File: config.mk
export PLATFORM = sky130hd
export DESIGN_NAME = fetch_unit
export DESIGN_NICKNAME = d
export VERILOG_FILES = /design/src/rtl/fetch_unit.sv
export SDC_FILE = /design/constraint.sdc
export NUM_CORES = 1
export LEC_CHECK = 0
export CORE_UTILIZATION = 26
export DETAILED_ROUTE_END_ITERATION = 16
export MAX_ROUTING_LAYER = met4
export PLACE_DENSITY = 0.49
export REMOVE_ABC_BUFFERS = 1
export SYNTH_ARGS = -nofsm -noshare
export SYNTH_HDL_FRONTEND = slang
export SYNTH_SLANG_ARGS = --single-unit
File: constraint.sdc
create_clock -name clk -period 8 [get_ports clk]
set_clock_uncertainty 0.1 [all_clocks]
set_input_delay 2 -clock clk [delete_from_list [all_inputs] [get_ports clk]]
set_output_delay 2 -clock clk [all_outputs]
set_load 0.005 [all_outputs]
File: src/rtl/fetch_unit.sv
`default_nettype none
// ============================================================================
// fetch_unit : instruction fetch stage with prefetch queue and redirect flush
// Revision   : 1.0
// ============================================================================
module fetch_unit #(
  parameter logic [31:0] PC_INIT = 32'h8000_0000,
  parameter int          DEPTH   = 2
) (
  input  logic        clk,
  input  logic        rst,
  output logic        mem_req,
  output logic [31:0] mem_addr,
  input  logic        mem_ack,
  input  logic [31:0] mem_rdata,
  input  logic        redirect,
  input  logic [31:0] redirect_pc,
  output logic        instr_valid,
  output logic [31:0] instr,
  output logic [31:0] instr_pc,
  input  logic        instr_ready
);

  localparam int            PW      = (DEPTH > 1) ? $clog2(DEPTH) : 1;
  localparam int            CW      = $clog2(DEPTH + 1);
  localparam logic [CW-1:0] C_DEPTH = CW'(DEPTH);
  localparam logic [31:0]   C_ALIGN = 32'hFFFF_FFFC;

  typedef enum logic [1:0] {
    IDLE = 2'd0,
    REQ  = 2'd1,
    DROP = 2'd2
  } state_t;

  state_t        state_q, state_d;
  logic          mem_req_q, mem_req_d;
  logic [31:0]   mem_addr_q, mem_addr_d;
  logic [31:0]   fetch_pc_q, fetch_pc_d;
  logic [CW-1:0] count_q, count_d;
  logic [PW-1:0] head_q, head_d;
  logic [PW-1:0] tail_q, tail_d;
  logic [31:0]   pc_q  [DEPTH];
  logic [31:0]   pc_d  [DEPTH];
  logic [31:0]   ins_q [DEPTH];
  logic [31:0]   ins_d [DEPTH];

  logic          pop;
  logic          ack;
  logic          push;
  logic [31:0]   target;
  logic [CW-1:0] occ_after_pop;

  always_comb begin
    pop           = (count_q != '0) && instr_ready;
    ack           = mem_req_q && mem_ack;
    target        = redirect_pc & C_ALIGN;
    occ_after_pop = count_q - CW'(pop);
    push          = 1'b0;
    state_d       = state_q;
    mem_addr_d    = mem_addr_q;
    fetch_pc_d    = fetch_pc_q;
    pc_d          = pc_q;
    ins_d         = ins_q;

    case (state_q)
      IDLE: begin
        if (occ_after_pop < C_DEPTH) begin
          state_d    = REQ;
          mem_addr_d = fetch_pc_q;
        end
      end
      REQ: begin
        if (ack) begin
          push       = 1'b1;
          fetch_pc_d = mem_addr_q + 32'd4;
          // A new request is only issued if its slot is guaranteed free.
          if ((occ_after_pop + CW'(1)) < C_DEPTH) begin
            mem_addr_d = mem_addr_q + 32'd4;
          end else begin
            state_d = IDLE;
          end
        end
      end
      DROP: begin
        if (ack) begin
          state_d    = REQ;
          mem_addr_d = fetch_pc_q;
        end
      end
      default: state_d = IDLE;
    endcase

    count_d = occ_after_pop + CW'(push);
    head_d  = head_q + PW'(pop);
    tail_d  = tail_q + PW'(push);
    if (push) begin
      pc_d[tail_q]  = mem_addr_q;
      ins_d[tail_q] = mem_rdata;
    end

    // Redirect overrides everything above: flush, retarget, and park a
    // still-outstanding stale request in DROP until memory answers it.
    if (redirect) begin
      count_d    = '0;
      head_d     = '0;
      tail_d     = '0;
      fetch_pc_d = target;
      mem_addr_d = mem_addr_q;
      case (state_q)
        IDLE: begin
          state_d    = REQ;
          mem_addr_d = target;
        end
        REQ, DROP: begin
          if (ack) begin
            state_d    = REQ;
            mem_addr_d = target;
          end else begin
            state_d = DROP;
          end
        end
        default: state_d = IDLE;
      endcase
    end

    mem_req_d = (state_d != IDLE);
  end

  always_ff @(posedge clk) begin
    if (rst) begin
      state_q    <= IDLE;
      mem_req_q  <= 1'b0;
      mem_addr_q <= PC_INIT & C_ALIGN;
      fetch_pc_q <= PC_INIT & C_ALIGN;
      count_q    <= '0;
      head_q     <= '0;
      tail_q     <= '0;
    end else begin
      state_q    <= state_d;
      mem_req_q  <= mem_req_d;
      mem_addr_q <= mem_addr_d;
      fetch_pc_q <= fetch_pc_d;
      count_q    <= count_d;
      head_q     <= head_d;
      tail_q     <= tail_d;
    end
  end

  always_ff @(posedge clk) begin
    pc_q  <= pc_d;
    ins_q <= ins_d;
  end

  assign mem_req     = mem_req_q;
  assign mem_addr    = mem_addr_q;
  assign instr_valid = (count_q != '0);
  assign instr       = ins_q[head_q];
  assign instr_pc    = pc_q[head_q];

endmodule
`default_nettype wire

==> impl_metrics.py, run 1 <==
metrics = {
    "outcome": {
        "outcome": "completed",
    },
    "cts": {
        "cts_buffer_depth": 2,
        "cts_sinks": 199,
        "cts_tree": "built",
        "cts_setup_buffers": 0,
        "clk_latency_ns": 0.45,
        "ctsHoldBuffers": 0,
        "cts.htree.levels": 4,
        "clk_pin_slew_ns": 0.08,
        "numCtsBuffers": 17,
        "post_cts_resized": 0,
        "root_buffer": "clkbuf_16",
    },
    "floorplan": {
        "die_area_sq_um": 34500,
        "die_h_um": 186,
        "start_util": 0.267,
        "ios": 167,
        "core_sq_um": 32900,
        "rows": 66,
        "die_x_um": 186,
    },
    "timing": {
        "setup_viol": 0,
        "drv_slew": 0,
        "worst_pin_slew_ns": 1.22,
        "setup_tns_ns": 0,
        "grt_setup_unrepaired": "false",
        "setup_ws_ns": 3.32,
        "hold_violations": 0,
        "max_freq_mhz": 214,
        "post-route-period-util": 0.585,
        "relSlewSlack": 0.181,
        "period_minus_slack_ns": 4.68,
    },
    "worst_setup_path": {
        "path_cells": "buf_4, mux2_2, clkdlybuf4s50_1",
        "worstPathRequired_ns": 5.90,
        "r2r_start": "state_q[1]",
        "r2r-end": "ins_q[47]",
        "r2r_slack_ns": 4.76,
        "end_kind": "primary output",
        "worstSetupStartpointType": "flip-flop",
        "rr_worst_depth": 6,
        "path_max_fanout": 43,
        "crit_type": "flip-flop to primary output",
        "crit_path_top_delay_cell": "buf_4",
        "arrival_ns": 2.58,
        "slowest_delay_ns": 0.62,
    },
    "routing": {
        "drc": 0,
        "drt_iter0_drc": 386,
        "wl_per_cell_um": 18.1,
        "ant_nets": 0,
        "avgViaCountPerCell": 4.79,
        "first_pass_iters": 6,
        "wirelength_mm": 23.7,
        "via_count": 6266,
    },
    "power_and_ir_drop": {
        "p_leak_nw": 3.73,
        "intPower_mw": 1.84,
        "swShare": 0.275,
        "clkPwrFrac": 0.349,
        "ir_drop_uv": 143,
        "p_per_area_nw_per_um2": 221,
        "power_switching_mw": 0.697,
        "comb_power_share": 0.162,
        "seq_power_share": 0.489,
    },
    "job": {
        "maxCapViolCount": 0,
    },
    "logic_synthesis": {
        "synthFlopType": "edfxtp_1",
        "synth-edff-count": 128,
        "yosysUniqueCellTypes": 58,
        "synthesis.area_sq_um": 8770,
        "yosys_register_bits": 199,
        "ys_seq_area_frac": 0.600,
        "yosys_warnings": 0,
        "synthArstFlopShare": 0,
        "syn_inst": 714,
        "avgSynthCellArea_sq_um": 12.3,
    },
    "final_layout": {
        "final_nets": 931,
        "n_fill_cell": 3357,
        "drive_gt1_frac": 0.141,
        "layout_common_cells": "clkdlybuf4s50_1 (162), edfxtp_1 (128), dfxtp_1 (70)",
        "seq_area_sq_um": 5270,
        "multi_input_area_sq_um": 3260,
        "area_delta_synth_final_pct": 30.5,
        "final_common_cell": "clkdlybuf4s50_1",
    },
    "placement": {
        "dp_hpwl_mm": 15.0,
        "preCtsSetupSlack_ns": 2.90,
        "place_congestion": 0.756,
        "place.port_buffers": 164,
    },
    "global_routing": {
        "grt-ovfl-total": 0,
        "grt_usage": 0.144,
        "grt_pass1_vias": 6195,
        "grt_first_pass_wirelength_mm": 36.2,
        "grt_start_max_net_pins": 65,
        "antenna_found_initial": 1,
    },
    "worst_hold_path": {
        "hold_path.class": "flip-flop to flip-flop",
        "worstHoldEndpoint": "fetch_pc_q[0]",
        "holdPathStages": 2,
        "hp-start": "fetch_pc_q[0]",
    },
}
how the worst max path moves through the flow:
stage	start	endpoint	slack, ns	depth (start not counted)
after global routing	head_q	instr_pc[9]	3.16	3
after CTS	head_q	instr_pc[15]	3.24	3
after floorplan	mem_ack	ins_q[0]	3.33	4
final	head_q	instr_pc[9]	3.32	3
after detailed placement	mem_ack	ins_q[45]	2.90	6
after global placement	mem_ack	ins_q[45]	2.90	6
power by group through the flow:
stage | Sequential (mW) | Combinational (mW) | Clock [mW]
after floorplan | 1.24 | 0.197 | 0
after global placement | 1.26 | 0.411 | 0
after detailed placement | 1.27 | 0.413 | 0
after CTS | 1.24 | 0.415 | 0.915
after global routing | 1.25 | 0.454 | 0.958
final | 1.24 | 0.410 | 0.885
per-layer routing:
| layer | global-route usage | share of wire | vias up | routed length [um] |
|---|---|---|---|---|
| met4 | 0.0390 | 0.0061 | 0 | 145 |
| met3 | 0.0356 | 0.060 | 15 | 1430 |
| met1 | 0.184 | 0.46 | 3069 | 10900 |
| met5 | - | 0 | - | 0 |
| met2 | 0.226 | 0.47 | 166 | 11200 |
| li1 | - | - | 3016 | - |
cells by family after synthesis:
| family | after synthesis | share of synthesized area |
|---|---|---|
| flops | 199 | 0.600 |
| compound gates | 176 | 0.140 |
| simple gates | 162 | 0.0985 |
| buf+inv | 71 | 0.0314 |
| mux | 66 | 0.0844 |
| xor+xnor | 31 | 0.0325 |
| fa+ha+maj | 9 | 0.0128 |
cell usage after synthesis, types with 9 or more instances:
library cell	n	area [sq um]
nor3_1	9	45.0
nand4_1	9	56.3
nand3_1	13	65.1
o22ai_1	14	87.6
inv_1	17	63.8
a22oi_1	21	158
nand2_1	20	75.1
nor4_1	9	56.3
a211oi_1	9	67.6
o21ai_0	25	125
mux2_2	64	721
nor2_1	52	195
xor2_1	11	96.3
edfxtp_1	128	3840
nor2b_1	12	75.1
clkbuf_1	44	165
ha_1	9	113
a222oi_1	15	150
a21oi_1	34	170
xnor2_1	19	166
dfxtp_1	71	1420
cell type report:
cell class,instances,area share
sequential,199,0.460
multi-input combinational,444,0.285
timing repair buffer,174,0.149
tap,442,0.0483
clock buffer,18,0.0375
clock inverter,14,0.0144
inverter,17,0.00557
antenna,1,0.000219
per-stage QoR:
stage	instance area, sq um	hold slack (ns)	util	std cells	total power [mW]
after global routing	11500	0.400	0.348	1309	2.67
after global placement	10900	0.345	0.330	1276	1.67
after detailed placement	10900	0.351	0.330	1276	1.68
after CTS	11400	0.363	0.348	1308	2.57
after floorplan	8560	0.336	-	660	1.44
final	11500	0.361	0.348	1309	2.54
flip-flops by register name, indices dropped and copies added (netlist names):
| register | cells |
|---|---|
| state_q | 2 |
| mem_addr | 32 |
| ins_q | 64 |
| head_q | 1 |
| tail_q | 1 |
| pc_q | 64 |
| fetch_pc_q | 32 |
| count_q | 2 |
| mem_req | 1 |
worst max-delay path: cells and delay by family, from the launching register on:
kind / cells / cell delay, ns
mux: 1 / 0.40
buf+inv: 2 / 1.12
flops: 1 / 0.60
Note: power is estimated with default switching activity, not from simulation.
==> run 2: changes to the inputs <==
==> constraint.sdc (replaced) <==
create_clock -name clk -period 4.5 [get_ports clk]
set_clock_uncertainty 0.1 [all_clocks]
set_input_delay 1.125 -clock clk [delete_from_list [all_inputs] [get_ports clk]]
set_output_delay 1.125 -clock clk [all_outputs]
set_load 0.005 [all_outputs]
==> run 2 against run 1 <==
Against the previous run:
- utilization is 0.37 points higher
- die area is the same
- clock power increased by 67%
- count of clock-buffer cells in the layout rose by 2
- worst setup slack got worse by 2.4 ns
- flip-flop and latch count did not move
- highest routed layer unchanged
==> impl_metrics.py, run 2 (synthesized netlist as in run 1, its figures left out) <==
metrics = {
    "outcome": {
        "outcome": "completed",
    },
    "worst_setup_path": {
        "crit_path_top_delay_cell": "dfxtp_4",
        "crit_type": "flip-flop to primary output",
        "slowest_delay_ns": 0.68,
        "r2r-end": "mem_addr[2]",
        "worstPathRequired_ns": 3.27,
        "end_kind": "primary output",
        "path_max_fanout": 37,
        "r2r_slack_ns": 1.43,
        "rr_worst_depth": 9,
        "arrival_ns": 2.32,
        "worstSetupStartpointType": "flip-flop",
        "path_cells": "buf_12, mux2_2, clkdlybuf4s50_1",
        "r2r_start": "count_q[1]",
    },
    "final_layout": {
        "drive_gt1_frac": 0.155,
        "layout_common_cells": "clkdlybuf4s50_1 (162), edfxtp_1 (128), dfxtp_1 (70)",
        "n_fill_cell": 3314,
        "final_area_sq_um": 11600,
        "area_delta_synth_final_pct": 31.9,
        "final_nets": 945,
        "top_regs": "ins_q: 64 flops, pc_q: 64 flops",
        "final_common_cell": "clkdlybuf4s50_1",
        "fin_cells": 1323,
    },
    "global_routing": {
        "grt_first_pass_wirelength_mm": 35.8,
        "antenna_found_initial": 1,
        "grt_usage": 0.142,
        "grt_pass1_vias": 6112,
        "grt-ovfl-total": 0,
        "grt_start_max_net_pins": 48,
    },
    "cts": {
        "root_buffer": "clkbuf_16",
        "post_cts_resized": 0,
        "cts_tree": "built",
        "cts_setup_buffers": 0,
        "cts.htree.levels": 4,
        "cts_sinks": 199,
        "numCtsBuffers": 17,
        "ctsHoldBuffers": 0,
        "clk_pin_slew_ns": 0.08,
        "cts_buffer_depth": 2,
        "clk_latency_ns": 0.44,
    },
    "timing": {
        "setup_tns_ns": 0,
        "setup_viol": 0,
        "period_minus_slack_ns": 3.55,
        "grt_setup_unrepaired": "false",
        "setup_ws_ns": 0.950,
        "max_freq_mhz": 282,
        "drv_slew": 0,
        "hold_violations": 0,
        "post-route-period-util": 0.789,
        "worst_pin_slew_ns": 0.966,
        "relSlewSlack": 0.351,
    },
    "routing": {
        "drc": 0,
        "wirelength_mm": 23.9,
        "via_count": 6425,
        "drt_iter0_drc": 454,
        "wl_per_cell_um": 18.1,
        "avgViaCountPerCell": 4.86,
        "first_pass_iters": 7,
        "ant_nets": 0,
    },
    "placement": {
        "dp_hpwl_mm": 15.8,
        "preCtsSetupSlack_ns": 0.543,
        "place.port_buffers": 164,
        "placed_area_sq_um": 11000,
        "place_congestion": 0.776,
        "post-place-cells": 1290,
    },
    "floorplan": {
        "die_x_um": 186,
        "core_sq_um": 32900,
        "die_h_um": 186,
        "die_area_sq_um": 34500,
        "rows": 66,
        "start_util": 0.267,
        "ios": 167,
    },
    "power_and_ir_drop": {
        "p_per_area_nw_per_um2": 384,
        "ir_drop_uv": 275,
        "power_mw": 4.44,
        "p_leak_nw": 3.81,
    },
    "worst_hold_path": {
        "worstHoldEndpoint": "fetch_pc_q[1]",
        "hold_path.class": "flip-flop to flip-flop",
        "holdPathStages": 2,
        "hp-start": "fetch_pc_q[1]",
    },
    "job": {
        "maxCapViolCount": 0,
    },
}
## run 2: where the power goes
part | switching, mW | internal [mW]
Clock | 0.727 | 0.758
Sequential | 0.141 | 2.07
Combinational | 0.372 | 0.380
## run 2: layout make-up
type	instances	area, sq um	area share
clock inverter	12	103	0.00887
timing repair buffer	188	1860	0.161
tap	442	553	0.0478
clock buffer	20	457	0.0395
multi-input combinational	444	3260	0.282
inverter	17	63.8	0.00551
sequential	199	5270	0.455
antenna	1	2.50	0.000216
## run 2: worst max path at each step
stage / cells past startpoint / slack, ns / endpoint / start
global route: 3 / 0.81 / instr_pc[31] / head_q
floorplan: 4 / 0.71 / ins_q[0] / mem_ack
finish: 3 / 0.95 / instr_pc[15] / head_q
detailed placement: 9 / 0.54 / mem_addr[2] / instr_ready
CTS: 3 / 0.88 / instr_pc[15] / head_q
global placement: 9 / 0.61 / mem_addr[2] / instr_ready
## run 2: per-stage QoR
step	util	hold slack (ns)
2_1_floorplan	-	0.336
3_3_place_gp	0.335	0.344
3_5_place_dp	0.335	0.351
4_1_cts	0.352	0.362
5_1_grt	0.352	0.399
6_report	0.352	0.363
## run 2: critical path, delay by kind of cell, from the launching register on
| family | cells | cell delay, ns |
|---|---|---|
| mux | 1 | 0.36 |
| buf+inv | 2 | 0.79 |
| flops | 1 | 0.68 |
## run 2: per-layer routing
metal,track usage,vias to the layer above,wire length [um]
li1,-,3049,-
met1,0.183,3199,11100
met2,0.219,161,11200
met3,0.0340,16,1330
met4,0.0439,0,269
met5,-,-,0
==> run 3: changes to the inputs <==
==> constraint.sdc (replaced) <==
create_clock -name clk -period 3.3 [get_ports clk]
set_clock_uncertainty 0.1 [all_clocks]
set_input_delay 0.825 -clock clk [delete_from_list [all_inputs] [get_ports clk]]
set_output_delay 0.825 -clock clk [all_outputs]
set_load 0.005 [all_outputs]
==> run 3 against run 2 <==
Against the previous run:
- via count up 1.5%
- wire length is 0.41% higher
- sequential power grew 34%
- final area is 1.7% higher
- hold slack worse by 0.0026 ns
- highest routed layer unchanged
==> impl_metrics.py, run 3 (synthesized netlist as in run 1, its figures left out) <==
metrics = {
    "floorplan": {
        "start_util": 0.267,
        "core_sq_um": 32900,
        "die_h_um": 186,
        "ios": 167,
        "die_x_um": 186,
        "rows": 66,
        "die_area_sq_um": 34500,
    },
    "worst_setup_path": {
        "critPathBufInv": 2,
        "r2r_slack_ns": 0.44,
        "r2r_start": "count_q[1]",
        "path_delay_family": "buffers and inverters",
        "path_cells": "buf_12, mux2_2, clkdlybuf4s50_1",
        "rr_worst_depth": 10,
        "arrival_ns": 2.11,
        "crit_path_top_delay_cell": "dfxtp_4",
        "slowest_delay_ns": 0.60,
        "path_max_fanout": 22,
        "worstSetupStartpointType": "flip-flop",
        "r2r-end": "mem_addr[31]",
        "end_kind": "primary output",
        "worstPathRequired_ns": 2.37,
        "crit_type": "flip-flop to primary output",
    },
    "routing": {
        "wirelength_mm": 24.0,
        "drc": 0,
        "first_pass_iters": 6,
        "ant_nets": 0,
        "wl_per_cell_um": 17.9,
        "avgViaCountPerCell": 4.85,
        "via_count": 6524,
        "drt_iter0_drc": 438,
    },
    "worst_hold_path": {
        "holdPathStages": 2,
        "hold_path.class": "flip-flop to flip-flop",
        "hp-start": "fetch_pc_q[0]",
        "worstHoldEndpoint": "fetch_pc_q[0]",
    },
    "final_layout": {
        "layout_common_cells": "clkdlybuf4s50_1 (162), edfxtp_1 (128), dfxtp_1 (70)",
        "antenna_cells": 0,
        "final_nets": 969,
        "final_util": 0.358,
        "final_area_sq_um": 11800,
        "area_delta_synth_final_pct": 34.2,
        "multi_input_area_sq_um": 3260,
        "n_fill_cell": 3317,
        "top_regs": "ins_q: 64 flops, pc_q: 64 flops",
        "seq_area_sq_um": 5270,
        "fin_cells": 1346,
        "final_common_cell": "clkdlybuf4s50_1",
        "drive_gt1_frac": 0.176,
    },
    "global_routing": {
        "grt_first_pass_wirelength_mm": 36.7,
        "grt_usage": 0.145,
        "grt_pass1_vias": 6399,
        "gr-max-usage-layer": "met2",
        "grt_start_max_net_pins": 47,
        "use_met2": 0.228,
        "antenna_found_initial": 0,
        "grt-ovfl-total": 0,
        "use_met3": 0.0295,
        "use_met1": 0.187,
    },
    "cts": {
        "clk_latency_ns": 0.44,
        "cts_setup_buffers": 0,
        "cts_sinks": 199,
        "cts_buffer_depth": 2,
        "post_cts_resized": 0,
        "clk_pin_slew_ns": 0.08,
        "cts_tree": "built",
        "numCtsBuffers": 17,
        "root_buffer": "clkbuf_16",
        "cts.htree.levels": 4,
        "ctsHoldBuffers": 0,
    },
    "placement": {
        "place_congestion": 0.778,
        "dp_hpwl_mm": 16.5,
        "post-place-cells": 1314,
        "preCtsSetupSlack_ns": -0.144,
        "placed_area_sq_um": 11200,
        "place.port_buffers": 164,
    },
    "outcome": {
        "outcome": "completed",
    },
    "timing": {
        "drv_slew": 0,
        "relSlewSlack": 0.430,
        "period_minus_slack_ns": 3.04,
        "hold_violations": 0,
        "setup_ws_ns": 0.261,
        "post-route-period-util": 0.921,
        "grt_setup_unrepaired": "false",
        "max_freq_mhz": 329,
        "setup_viol": 0,
        "worst_pin_slew_ns": 0.852,
    },
    "power_and_ir_drop": {
        "power_mw": 6.04,
        "p_leak_nw": 3.91,
        "p_per_area_nw_per_um2": 513,
        "ir_drop_uv": 362,
    },
    "job": {
        "maxCapViolCount": 0,
    },
}
[run 3: changes by cell type in the layout (fill, tap and decap cells not counted)]
| cell | delta |
|---|---|
| buf_4 | +20 |
| clkinvlp_4 | +5 |
| inv_6 | -5 |
| buf_12 | +4 |
| clkbuf_8 | -2 |
| clkbuf_1 | +1 |
| clkinv_2 | +1 |
| clkinvlp_2 | +1 |
| diode_2 | -1 |
| inv_4 | -1 |
[run 3: cell type report]
| type | count | share of cell area |
|---|---|---|
| clock inverters | 13 | 0.00850 |
| repair buffers | 212 | 0.178 |
| multi-input cells | 444 | 0.277 |
| inverters | 17 | 0.00542 |
| well taps | 442 | 0.0470 |
| flip-flops and latches | 199 | 0.448 |
| clock buffers | 19 | 0.0368 |
[run 3: where the power goes]
part,switching [mW],leakage (nW),internal (mW),total [mW]
sequential,0.155,1.75,2.82,2.97
combinational,0.556,1.92,0.578,1.13
clock,0.963,0.243,0.974,1.94
total,1.67,3.91,4.37,6.04
[run 3: metal layers]
metal | part of all wire | wire length, um
met3 | 0.059 | 1430
met1 | 0.46 | 11100
met4 | 0.011 | 257
met5 | 0 | 0
met2 | 0.47 | 11300
[run 3: worst max-delay path by stage]
| stage | cells past startpoint | start | end | slack (ns) |
|---|---|---|---|---|
| 2_1_floorplan | 4 | mem_ack | ins_q[0] | -0.19 |
| 3_3_place_gp | 10 | instr_ready | mem_addr[31] | -0.07 |
| 3_5_place_dp | 10 | instr_ready | mem_addr[31] | -0.14 |
| 4_1_cts | 3 | head_q | instr[5] | 0.21 |
| 5_1_grt | 10 | instr_ready | mem_addr[11] | 0.12 |
| 6_report | 3 | head_q | instr_pc[15] | 0.26 |
[run 3: worst min-delay path: cells and delay by family, from the launching register on]
family | cells | cell delay (ns)
AOI/OAI and AO/OA | 1 | 0.05
DFF | 1 | 0.32
and+or+nand+nor | 1 | 0.05
[run 3: through the flow]
step | hold WS, ns | TNS (ns)
6_report | 0.361 | 0
5_1_grt | 0.379 | 0
4_1_cts | 0.361 | 0
3_3_place_gp | 0.346 | -0.383
2_1_floorplan | 0.336 | -24.39
3_5_place_dp | 0.350 | -1.86
